===== src/rtl/adder_bist.sv =====
// adder_bist: exhaustive self-test sweep of a 4-bit ripple-carry adder (512 {A,B,C0} vectors).
// Build option ADDER_BIST_STOP_ON_FAIL_EN ends the sweep at the first mismatching vector.
module adder_bist #(
    parameter int SETTLE_CYCLES = 3
) (
    input  logic       clk,
    input  logic       rst,
    input  logic       start,
    input  logic [3:0] S,
    input  logic       C4,
    output logic [3:0] A,
    output logic [3:0] B,
    output logic       C0,
    output logic       busy,
    output logic       done,
    output logic       pass,
    output logic [9:0] err_count,
    output logic       fail_valid,
    output logic [8:0] fail_vec
);

    // state  | meaning
    // IDLE   | waiting for start, outputs at reset values
    // SETTLE | vector driven, down-counter waits for the ripple to resolve
    // CHECK  | single compare of {C4,S} against golden sum
    // DONE   | results held; start begins a new sweep
    typedef enum logic [1:0] {
        ST_IDLE,
        ST_SETTLE,
        ST_CHECK,
        ST_DONE
    } state_t;

    localparam logic [3:0] SETTLE_LOAD = 4'(SETTLE_CYCLES - 1);

    state_t     r_state;
    logic [8:0] r_vec;
    logic [3:0] r_cnt;
    logic [9:0] r_err_count;
    logic       r_fail_valid;
    logic [8:0] r_fail_vec;
    logic       r_busy;
    logic       r_done;
    logic       r_pass;

    logic [4:0] w_golden;
    logic       w_mismatch;
    logic [9:0] w_err_next;
    logic       w_last;

    assign w_golden   = {1'b0, r_vec[8:5]} + {1'b0, r_vec[4:1]} + {4'b0, r_vec[0]};
    assign w_mismatch = ({C4, S} != w_golden);
    assign w_err_next = r_err_count + {9'b0, w_mismatch};

`ifdef ADDER_BIST_STOP_ON_FAIL_EN
    assign w_last = w_mismatch || (r_vec == 9'h1FF);
`else
    assign w_last = (r_vec == 9'h1FF);
`endif

    always_ff @(posedge clk) begin
        if (rst) begin
            r_state      <= ST_IDLE;
            r_vec        <= 9'd0;
            r_cnt        <= 4'd0;
            r_err_count  <= 10'd0;
            r_fail_valid <= 1'b0;
            r_fail_vec   <= 9'd0;
            r_busy       <= 1'b0;
            r_done       <= 1'b0;
            r_pass       <= 1'b0;
        end else begin
            case (r_state)
                ST_IDLE, ST_DONE: begin
                    if (start) begin
                        r_vec        <= 9'd0;
                        r_cnt        <= SETTLE_LOAD;
                        r_err_count  <= 10'd0;
                        r_fail_valid <= 1'b0;
                        r_fail_vec   <= 9'd0;
                        r_busy       <= 1'b1;
                        r_done       <= 1'b0;
                        r_pass       <= 1'b0;
                        r_state      <= ST_SETTLE;
                    end
                end
                ST_SETTLE: begin
                    if (r_cnt == 4'd0) begin
                        r_state <= ST_CHECK;
                    end else begin
                        r_cnt <= r_cnt - 4'd1;
                    end
                end
                ST_CHECK: begin
                    r_err_count <= w_err_next;
                    if (w_mismatch && !r_fail_valid) begin
                        r_fail_vec   <= r_vec;
                        r_fail_valid <= 1'b1;
                    end
                    if (w_last) begin
                        r_busy  <= 1'b0;
                        r_done  <= 1'b1;
                        r_pass  <= (w_err_next == 10'd0);
                        r_state <= ST_DONE;
                    end else begin
                        r_vec   <= r_vec + 9'd1;
                        r_cnt   <= SETTLE_LOAD;
                        r_state <= ST_SETTLE;
                    end
                end
                default: r_state <= ST_IDLE;
            endcase
        end
    end

    assign A          = r_vec[8:5];
    assign B          = r_vec[4:1];
    assign C0         = r_vec[0];
    assign busy       = r_busy;
    assign done       = r_done;
    assign pass       = r_pass;
    assign err_count  = r_err_count;
    assign fail_valid = r_fail_valid;
    assign fail_vec   = r_fail_vec;

endmodule


===== config.mk =====
export PLATFORM = sky130hd
export DESIGN_NAME = adder_bist
export DESIGN_NICKNAME = d
export VERILOG_FILES = /design/src/rtl/adder_bist.sv
export SDC_FILE = /design/constraint.sdc
export NUM_CORES = 1
export LEC_CHECK = 0
export CAP_MARGIN = 10
export CORE_MARGIN = 2
export CORE_UTILIZATION = 26
export DETAILED_ROUTE_END_ITERATION = 8
export PLACE_DENSITY = 0.58
export SYNTH_ARGS = -nofsm -noshare
export SYNTH_HDL_FRONTEND = slang
export SYNTH_SLANG_ARGS = --single-unit

===== constraint.sdc =====
create_clock -name clk -period 3.36 [get_ports clk]
set_clock_uncertainty 0.2 [all_clocks]
set_input_delay 0.336 -clock clk [delete_from_list [all_inputs] [get_ports clk]]
set_output_delay 0.336 -clock clk [all_outputs]
set_load 0.02 [all_outputs]

==> metrics.txt <==
cell count after synthesis=266; Seq cells post-synth=38; port buffer count=39; Final Max Slew Viols=0; top cell type's share of synthesized area=33.9%; WL final=5.74 mm; area leader, netlist=dfxtp_1; GR Overflow Total=0; CTS sink cnt=38; status=complete, but fails checks; hold worst-path end=pass; YS warnings=0; max_cap viols=0; Die Y-Extent=96.9 um; layout cells sized above 1=18.4%; startpoint types=register; Layout Utilization=36.2%; Initial Utilization=27.0%; Worst Tran Pin Value=0.689 ns; Final Hold Fails=0; crit path buf inv count=2; Tot GR Track Use=12.4%; I/O pin count=40; final period utilization=103%; crit path DAT=3.50 ns; Die X=96.9 um; Post-route DRC=0; Placed Area=0.00287 mm^2; hold crit path type=register to register; post-synth cell types=54; CP Class=register to register; crit-path cells=inv_2 > fa_2 > inv_2 > fa_2 > xor2_1 > nor3_2 > o221ai_2 > ha_2 > ha_4 > xor2_1 > or4_4 > nor4_4 > o311ai_1 > a21oi_1; Clock Pin Slew Worst Setup and Hold Paths=0.08 ns; fin crit period=3.47 ns; Clock Tree Root=clkbuf_8; number of core rows=33; RePlAce Congestion=0.818; Worst Setup End Kind=register; worst-case clock buffer depth=2; DRT antenna net count=0; slowest stage delay, CP=0.44 ns; Min Hold Slack=0.272 ns; 1st-iter DRT viols=68; Netlist Area Pre-Place=0.00224 mm^2; # nets final=341; Synth top cells by count=dfxtp_1, nor2_1, a21oi_1; CORE AREA=0.00830 mm^2; vias in the first global route=2054; min-delay src=pass; Layout area overhead=33.8%; CP required=3.39 ns; Setup Viol. Count Final=1; R2R Path Start=r_vec[1]; Worst R2R Setup Slack=-0.11 ns; failing checks=negative setup slack; most frequent cell after synthesis=dfxtp_1; Slowest-stage cell, CP=or4_4; largest net degree at the start of global routing=23; H-tree levels=2; Avg Inst Size Synth=8.44 um^2; Largest delay share family, worst path=adder cells; drt via density=4.91; cell area after layout=0.00300 mm^2; first-pass GRT wire length=9.60 mm; Synth async-reset ratio=0%; end of the worst register-to-register path=pass; fmax=0.288 GHz; Die Area=0.00939 mm^2; initial antenna violation count=0; detailed placement HPWL=4.35 mm; main flop type after synthesis=dfxtp_1; Cell Pwr Density=387 mW/mm^2; Hold Path Depth=2; DR vias=2085; most area-consuming cells after synthesis=dfxtp_1, ha_1, a21oi_1; VDD IR max=0.205 mV; worst r2r path cells=14; sequential share of the synthesized area=33.9%; largest fanout on the critical path=3; LEAKAGE=0.00105 uW; clk_lat worst skew=0.30 ns; Setup WS post-layout=-0.109 ns; Post-synth EDFFs=0; CTS tree=built; RSZ-0062 raised after global routing=true; drt wl/cell=13.5 um; CTS Buf Count=5; Slew Limit Headroom=53.9%; syn nets=288; 1st-pass router iterations=4; ANT cells=0
==> routing by layer <==
layer | track usage (%) | share of wire (%)
met1 | 14.7 | 46
met3 | 2.75 | 2.8
met2 | 21.4 | 49
met4 | 5.09 | 2.7
met5 | 0 | 0
==> cell usage in the layout (no fill, tap or decap), types with 2 or more instances in the layout <==
master	n
dfxtp_4	3
a22oi_1	5
dfxtp_1	35
nor4_1	2
nor2b_1	3
and3_1	2
mux2_2	3
o21a_1	3
clkdlybuf4s50_1	39
o32ai_2	6
xnor2_1	3
a21o_1	2
buf_4	20
clkbuf_8	5
nor3_1	10
ha_1	10
fa_2	2
or3_1	2
o21bai_1	2
a32oi_1	2
o21ai_0	5
nand2b_1	11
inv_1	11
nand2_1	20
nor3b_1	2
nand3_1	6
o32ai_1	3
a21oi_1	24
a2bb2oi_1	2
inv_2	4
nor3_2	3
nor2_1	31
or4_1	2
nand4_1	4
xor2_1	6
==> power breakdown <==
part	switching [uW]	internal, uW	total [uW]
combinational	219	139	358
sequential	19.0	470	489
clock	172	142	315
total	411	751	1160
==> per-stage QoR <==
step           setup TNS, ns  cells  worst slack [ns]  total power [uW]
2_1_floorplan        -0.0309    266           -0.0309               767
3_3_place_gp         -0.0429    416           -0.0429               847
3_5_place_dp          -0.140    416            -0.140               856
4_1_cts               -0.141    424            -0.141              1170
5_1_grt               -0.269    425            -0.269              1240
6_report              -0.109    425            -0.109              1160
==> cells by family after synthesis <==
| group | synth area share (%) |
|---|---|
| AO/OA/AOI/OAI | 21.1 |
| XOR/XNOR | 4.57 |
| adder cells (fa/ha/maj) | 8.47 |
| buffers and inverters | 5.41 |
| flip-flops | 33.9 |
| multiplexers | 2.45 |
| AND/OR/NAND/NOR | 24.1 |
==> final cells by class <==
cell class / count / area (um^2)
clock buffers: 5 / 68.8
clock inverters: 3 / 16.3
fillers: 877 / 5300
inverters: 15 / 56.3
multi-input cells: 200 / 1420
flip-flops and latches: 38 / 772
well taps: 105 / 131
repair buffers: 59 / 541
==> timing repair <==
item                                    4_1_cts  5_1_grt
resized for setup                             0        8
gates cloned                                  0        0
pin swaps                                     1        4
buffers inserted                              0        1
endpoints found under the setup margin        1        5
hold buffers                                  0        0
==> worst max-delay path by stage <==
stage / slack (ns) / cells after the start / to / startpoint
finish: -0.11 / 14 / pass / r_vec[1]
global placement: -0.04 / 14 / pass / r_vec[1]
floorplan: -0.03 / 14 / pass / r_vec[1]
detailed placement: -0.14 / 14 / pass / r_vec[0]
global route: -0.27 / 14 / pass / r_vec[1]
CTS: -0.14 / 14 / pass / r_vec[0]
==> sequential cells by signal, summed over array words and instances (netlist names) <==
name	cells
r_cnt	4
r_vec	9
busy	1
done	1
r_state	2
pass	1
err_count	10
fail_vec	9
fail_valid	1
==> worst reg2reg max path, delay by kind of cell (launching register included) <==
family                     cells  cell delay (ns)
adders and majority gates      4             1.20
xor gates and xnor gates       2             0.30
AOI/OAI and AO/OA              3             0.43
DFF                            1             0.35
and+or+nand+nor                3             0.79
buffers and inverters          2             0.11
(Power assumes the default switching activity.)
==> RTL edit 1 (config.mk and constraints unchanged) <==
Reset style: asynchronous (`rst`), changed in one clocked block.
--- a/src/rtl/adder_bist.sv
+++ b/src/rtl/adder_bist.sv
@@ -58,7 +58,7 @@
     assign w_last = (r_vec == 9'h1FF);
 `endif
 
-    always_ff @(posedge clk) begin
+    always_ff @(posedge clk or posedge rst) begin
         if (rst) begin
             r_state      <= ST_IDLE;
             r_vec        <= 9'd0;
Formal check against the unedited RTL: differs if rst is asserted again (counterexample within 4 cycles, from zero or initial values and one cycle with rst high); with rst held inactive, the same outputs for 10 cycles.
==> RTL edit 1 against the original RTL <==
- the run still ends with negative setup slack left
- sequential cell count did not move
- die area fell by 1.0%
- maximum frequency is 2.2% lower
- setup slack lost 78 ps
- synthesized area shrank 1.1%
- total power increased by 47%
- non-clock buffer count rose by 8
- final cell count down 5.2%
- cell area up 5.4%
- wire length rose by 4.5%
- critical path type unchanged
- critical endpoint is now pass$_DFFE_PP0P_
- largest cell class unchanged
==> RTL edit 1: results (changes against the original RTL) <==
Status -> finished, violations left
Failing checks -> negative setup slack
Dpl hpwl -> 4.16 mm (-4.5%)
Root buf cell -> clkbuf_8
EDFF count, synth -> 0 (unchanged)
PortBufs -> 39 (unchanged)
Syn_nets -> 251 (-13%)
Largest net degree at the start of global routing -> 39 (+70%)
Post-DP Area -> 2910 µm² (+1.4%)
GPL Wtd Cong -> 0.795 (-2.8%)
Layout fillers -> 848 (-3.3%)
Number of global-route vias before repair -> 1890 (-8.0%)
Register area share after synthesis -> 0.428 (+0.0893)
Final #Nets -> 319 (-6.5%)
Worst-case clock buffer depth -> 2 (unchanged)
Synth cell count leaders -> 38 x dfrtp_1, 29 x nand2_1, 23 x o21ai_0, 17 x nor2_1, 12 x ha_1
Worst-Skew Late Latency -> 290 ps
CP arrival -> 3540 ps (+40 ps)
Normalized max-slew margin -> 0.495 (-0.0436)
Leakage -> 1.40 nW (+33%)
FFs w/ async S/R, synth -> 1.00 (+1.00)
Met2 Use GR -> 0.214 (about the same)
DRT iter0 DRCs -> 116 (+71%)
Top Metal Used -> met4
Max Fanout on Critical Path -> 3 (unchanged)
Placed Instances -> 389 (-6.5%)
Commonest register cell after synthesis -> dfrtp_1
Routed wire length -> 6.00 mm (+4.5%)
TritonCTS Buffers -> 5 (unchanged)
Main area contributors after synthesis -> dfrtp_1 43%, ha_1 6.8%, o21ai_0 5.2%
Met1 Usage GRT -> 0.187 (+0.0397)
Total routed wire length on the met1 layer -> 2.88 mm (+9.6%)
Max FFs per register -> 10 (unchanged)
Overall routing resource usage -> 0.137 (+0.0134)
Metal2 WL -> 2.76 mm (-1.3%)
H-tree depth -> 2 (unchanged)
Pre-antenna DRT Iters -> 4 (unchanged)
Met3 Wirelength -> 285 µm (+75%)
Max IR drop VDD -> 194 µV (-5.7%)
Hold/Removal Path Class -> input port to asynchronous set/reset pin
# setup viols final -> 2 (+1)
Max-Cap Viols -> 0 (unchanged)
Worst setup margin -> -187 ps (-77.9 ps)
M3 GR Usage -> 0.0388 (+0.0113)
Yosys cell types -> 48 (-11%)
Ys Warns -> 0 (unchanged)
Initial antenna violation count -> 0 (unchanged)
Fraction of layout cells with a size suffix above 1 -> 0.245 (+0.0606)
Ant. Diodes -> 0 (unchanged)
Global-route wire length before repair -> 9.66 mm (+0.58%)
Vias/cell -> 4.84 (-1.3%)
DRC -> 0 (unchanged)
Wirelength per Cell -> 14.9 µm (+10%)
Mean Syn Cell Area -> 9.70 µm² (+15%)
Clock transition at the registers of the reported paths -> 80 ps (about the same)
[RTL edit 1: cell types whose count changed after synthesis, sizes merged, moves of 9 or more]
cell and change:
a21oi -17, a22o +15, dfrtp +38, dfxtp -38
nor2 -15, o21ai +19, o32ai -9
[RTL edit 1: layout make-up]
class | instances | area, µm² | area share
Inverter | 11 | 41.3 | 0.0130
Clock buffer | 5 | 68.8 | 0.0217
Tap cell | 105 | 131 | 0.0415
Sequential cell | 38 | 955 | 0.302
Multi-Input combinational cell | 174 | 1280 | 0.406
Clock inverter | 3 | 68.8 | 0.0217
Timing Repair Buffer | 67 | 616 | 0.194
[RTL edit 1: worst paths after layout]
path	cells after the start	end	slack (ps)	from
max	15	pass$_DFFE_PP0P_	-190	r_vec[0]$_DFFE_PP0P_
max reg2reg	15	pass$_DFFE_PP0P_	-190	r_vec[0]$_DFFE_PP0P_
min in group clk	1	busy$_DFFE_PP0P_	300	busy$_DFFE_PP0P_
min reg2reg	1	busy$_DFFE_PP0P_	300	busy$_DFFE_PP0P_
max in group asynchronous	3	r_vec[5]$_DFFE_PP0P_	2340	rst
min	3	busy$_DFFE_PP0P_	250	rst
[RTL edit 1: stage by stage]
| step | TNS [ps] | power, mW | worst slack, ps | utilization |
|---|---|---|---|---|
| after floorplan | -246 | 1.02 | -246 | - |
| after global placement | -74.6 | 1.21 | -68.9 | 0.353 |
| after detailed placement | -236 | 1.21 | -186 | 0.353 |
| after CTS | -114 | 1.70 | -114 | 0.373 |
| after global routing | -491 | 1.84 | -335 | 0.383 |
| final | -194 | 1.71 | -187 | 0.383 |
[RTL edit 1: cells by family (layout without fill, tap and decap cells)]
logic type                 count (synthesis)  count (layout)  synth area share
muxes                                      1               1           0.00451
buffers and inverters                     17              86            0.0332
and+or+nand+nor                           81              81             0.183
AOI/OAI and AO/OA                         65              65             0.206
xor gates and xnor gates                  13              13            0.0592
adders and majority gates                 14              14            0.0856
DFF                                       38              38             0.428
[RTL edit 1: what timing repair did]
| item | 4_1_cts | 5_1_grt |
|---|---|---|
| setup endpoints to repair | 2 | 5 |
| resized for setup | 6 | 13 |
| pin swaps | 0 | 10 |
| endpoints found under the hold margin | 0 | 0 |
| cloned | 0 | 0 |
| buffers inserted | 2 | 4 |
[RTL edit 1: worst max-delay path, cell delays in order (launching register included)]
cell	delay (ps)
dfrtp_2	410
inv_2	70
fa_2	210
inv_2	40
fa_2	350
and3_4	170
or3_4	340
a221oi_4	300
inv_2	80
ha_4	180
ha_4	160
and3_4	190
or3_1	300
nand2_1	70
a31oi_1	120
o41ai_2	250
[RTL edit 1: where the power goes]
part	leakage [nW]	switching (mW)	internal, mW	total, mW
combinational	0.818	0.440	0.250	0.691
sequential	0.511	0.0421	0.502	0.544
clock	0.0683	0.180	0.298	0.478
==> RTL edit 2 (config.mk and constraints unchanged) <==
Made on the original files. The option `ADDER_BIST_STOP_ON_FAIL_EN` is turned on by a define.
--- a/src/rtl/adder_bist.sv
+++ b/src/rtl/adder_bist.sv
@@ -1,5 +1,7 @@
 // adder_bist: exhaustive self-test sweep of a 4-bit ripple-carry adder (512 {A,B,C0} vectors).
 // Build option ADDER_BIST_STOP_ON_FAIL_EN ends the sweep at the first mismatching vector.
+`define ADDER_BIST_STOP_ON_FAIL_EN
+
 module adder_bist #(
     parameter int SETTLE_CYCLES = 3
 ) (
Check against the original RTL: not equivalent (a bounded check fails within 10 cycles, from zero or initial values and one cycle with rst high).
==> RTL edit 2 against the original RTL <==
- synthesized area fell by 0.89%
- critical path type unchanged
- total power is 0.80% higher
- largest power group unchanged
- largest cell class unchanged
- non-clock buffer count rose by 4
- cell area grew 1.4%
- wire length grew 6.3%
- sequential cell count unchanged
- maximum frequency increased by 7.4%
- setup slack better by 240 ps
==> RTL edit 2: results (changes against the original RTL) <==
CP endpoint -> err_count[9]$_SDFFE_PP0P_
Max IR drop VDD -> 247 µV (+20%)
Leakage -> 1.13 nW (+7.0%)
Max FFs per register -> 10 (unchanged)
Synth Area in Adders -> 0.0855 (+0.000762)
Overall routing resource usage -> 0.136 (+0.0124)
Normalized max-slew margin -> 0.541 (+0.00194)
Root buf cell -> clkbuf_8
Fraction of synthesized area in multiplexers -> 0.0281 (+0.00360)
Final #Nets -> 339 (-0.59%)
Synth Area in Compound Gates -> 0.251 (+0.0396)
PortBufs -> 39 (unchanged)
EDFF count, synth -> 0 (unchanged)
Dpl hpwl -> 4.46 mm (+2.6%)
Number of global-route vias before repair -> 2027 (-1.3%)
Worst setup margin -> 131 ps (+239 ps)
Xor and xnor area share after synthesis -> 0.0382 (-0.00746)
Clock transition at the registers of the reported paths -> 80 ps (about the same)
Yosys cell types -> 48 (-11%)
Worst r2r src -> r_vec[0]$_SDFFE_PP0P_
GPL Wtd Cong -> 0.793 (-3.0%)
Register area share after synthesis -> 0.342 (+0.00305)
Worst-case clock buffer depth -> 2 (unchanged)
CP arrival -> 3200 ps (-300 ps)
Post-DP Area -> 2880 µm² (+0.22%)
Reg2reg path depth -> 15 (+1)
Pre-antenna DRT Iters -> 5 (+1)
Ant. Diodes -> 0 (unchanged)
Syn_nets -> 282 (-2.1%)
Global-route wire length before repair -> 9.85 mm (+2.5%)
DRT iter0 DRCs -> 113 (+66%)
Max Fanout on Critical Path -> 4 (+1)
Wirelength per Cell -> 14.4 µm (+6.8%)
Worst-Skew Late Latency -> 290 ps
Main area contributors after synthesis -> dfxtp_1 34%, ha_1 6.7%, nor2_1 5.7%
Fraction of layout cells with a size suffix above 1 -> 0.179 (-0.00513)
H-tree depth -> 2 (unchanged)
FFs w/ async S/R, synth -> 0 (unchanged)
Crit Path Class -> flip-flop to flip-flop
Largest net degree at the start of global routing -> 29 (+26%)
DP Worst Slack -> -78.2 ps (+61.6 ps)
Routed via count -> 2140 (+2.6%)
Synth cell count leaders -> 38 x dfxtp_1, 34 x nor2_1, 20 x nand2_1, 18 x a21oi_1, 12 x ha_1
Hold_sp -> fail_vec[2]$_SDFFE_PP0P_
Status -> completed
==> RTL edit 2: cell types whose count changed after synthesis, moves of 4 or more <==
cell      change
a22o_1       +10
inv_1         -4
nand2b_1      -8
clkbuf_1      +5
a21oi_1       -6
nor3_1        -4
nand3_1       +4
o32ai_2       -6
==> RTL edit 2: stage by stage <==
step / utilization / total power, mW / cells
global placement: 0.349 / 0.839 / 410
CTS: 0.363 / 1.18 / 420
detailed placement: 0.349 / 0.847 / 410
floorplan: - / 0.735 / 260
finish: 0.369 / 1.17 / 423
global route: 0.369 / 1.25 / 423
==> RTL edit 2: how the worst min path moves through the flow <==
stage	slack, ps	depth (start not counted)	end
6_report	280	1	fail_vec[2]$_SDFFE_PP0P_
5_1_grt	290	1	fail_vec[3]$_SDFFE_PP0P_
4_1_cts	290	1	fail_vec[3]$_SDFFE_PP0P_
3_5_place_dp	270	1	fail_vec[3]$_SDFFE_PP0P_
3_3_place_gp	260	1	fail_vec[1]$_SDFFE_PP0P_
2_1_floorplan	270	2	r_cnt[3]$_SDFFE_PP0P_
==> RTL edit 2: critical path: stages, from the launching register on <==
cell and delay [ps]:
dfxtp_2 320, inv_1 50, fa_2 390, inv_2 60, fa_2 200, nand3_1 90, and3b_2 230, o211a_1 240
nand2_2 110, ha_4 150, and3_4 200, and3_4 190, and3_4 180, mux2_2 330, a22oi_2 120, nor2_1 50
==> RTL edit 2: where the power goes <==
part,switching (mW),leakage (nW),internal [mW]
clock,0.162,0.0482,0.166
sequential,0.0184,0.309,0.470
combinational,0.225,0.768,0.130
==> RTL edit 2: timing repair <==
action	4_1_cts	5_1_grt
resized for setup	5	4
pin swaps	2	5
setup buffers	2	3
hold buffers	0	0
setup endpoints to repair	2	3
hold endpoints to repair	0	0
==> RTL edit 2: logic make-up after synthesis <==
| family | Yosys count |
|---|---|
| multiplexers | 6 |
| buffers and inverters | 23 |
| adder cells (fa/ha/maj) | 14 |
| flip-flops | 38 |
| AO/OA/AOI/OAI | 73 |
| XOR/XNOR | 8 |
| AND/OR/NAND/NOR | 98 |
==> RTL edit 2: per-layer routing <==
layer  up-vias  global-route usage  share of wire
met5         -                   0              0
met4         0              0.0340          0.012
met3         9              0.0279          0.049
met2        59               0.222           0.46
met1      1008               0.184           0.48
li1       1064                   -              -
==> RTL edit 2: layout make-up <==
class	count	area (µm²)
Fill cell	875	5210
Sequential cell	38	769
Tap cell	105	131
Clock buffer	7	86.3
Clock inverter	1	5.00
Timing Repair Buffer	63	571
Inverter	10	37.5
Multi-Input combinational cell	199	1450
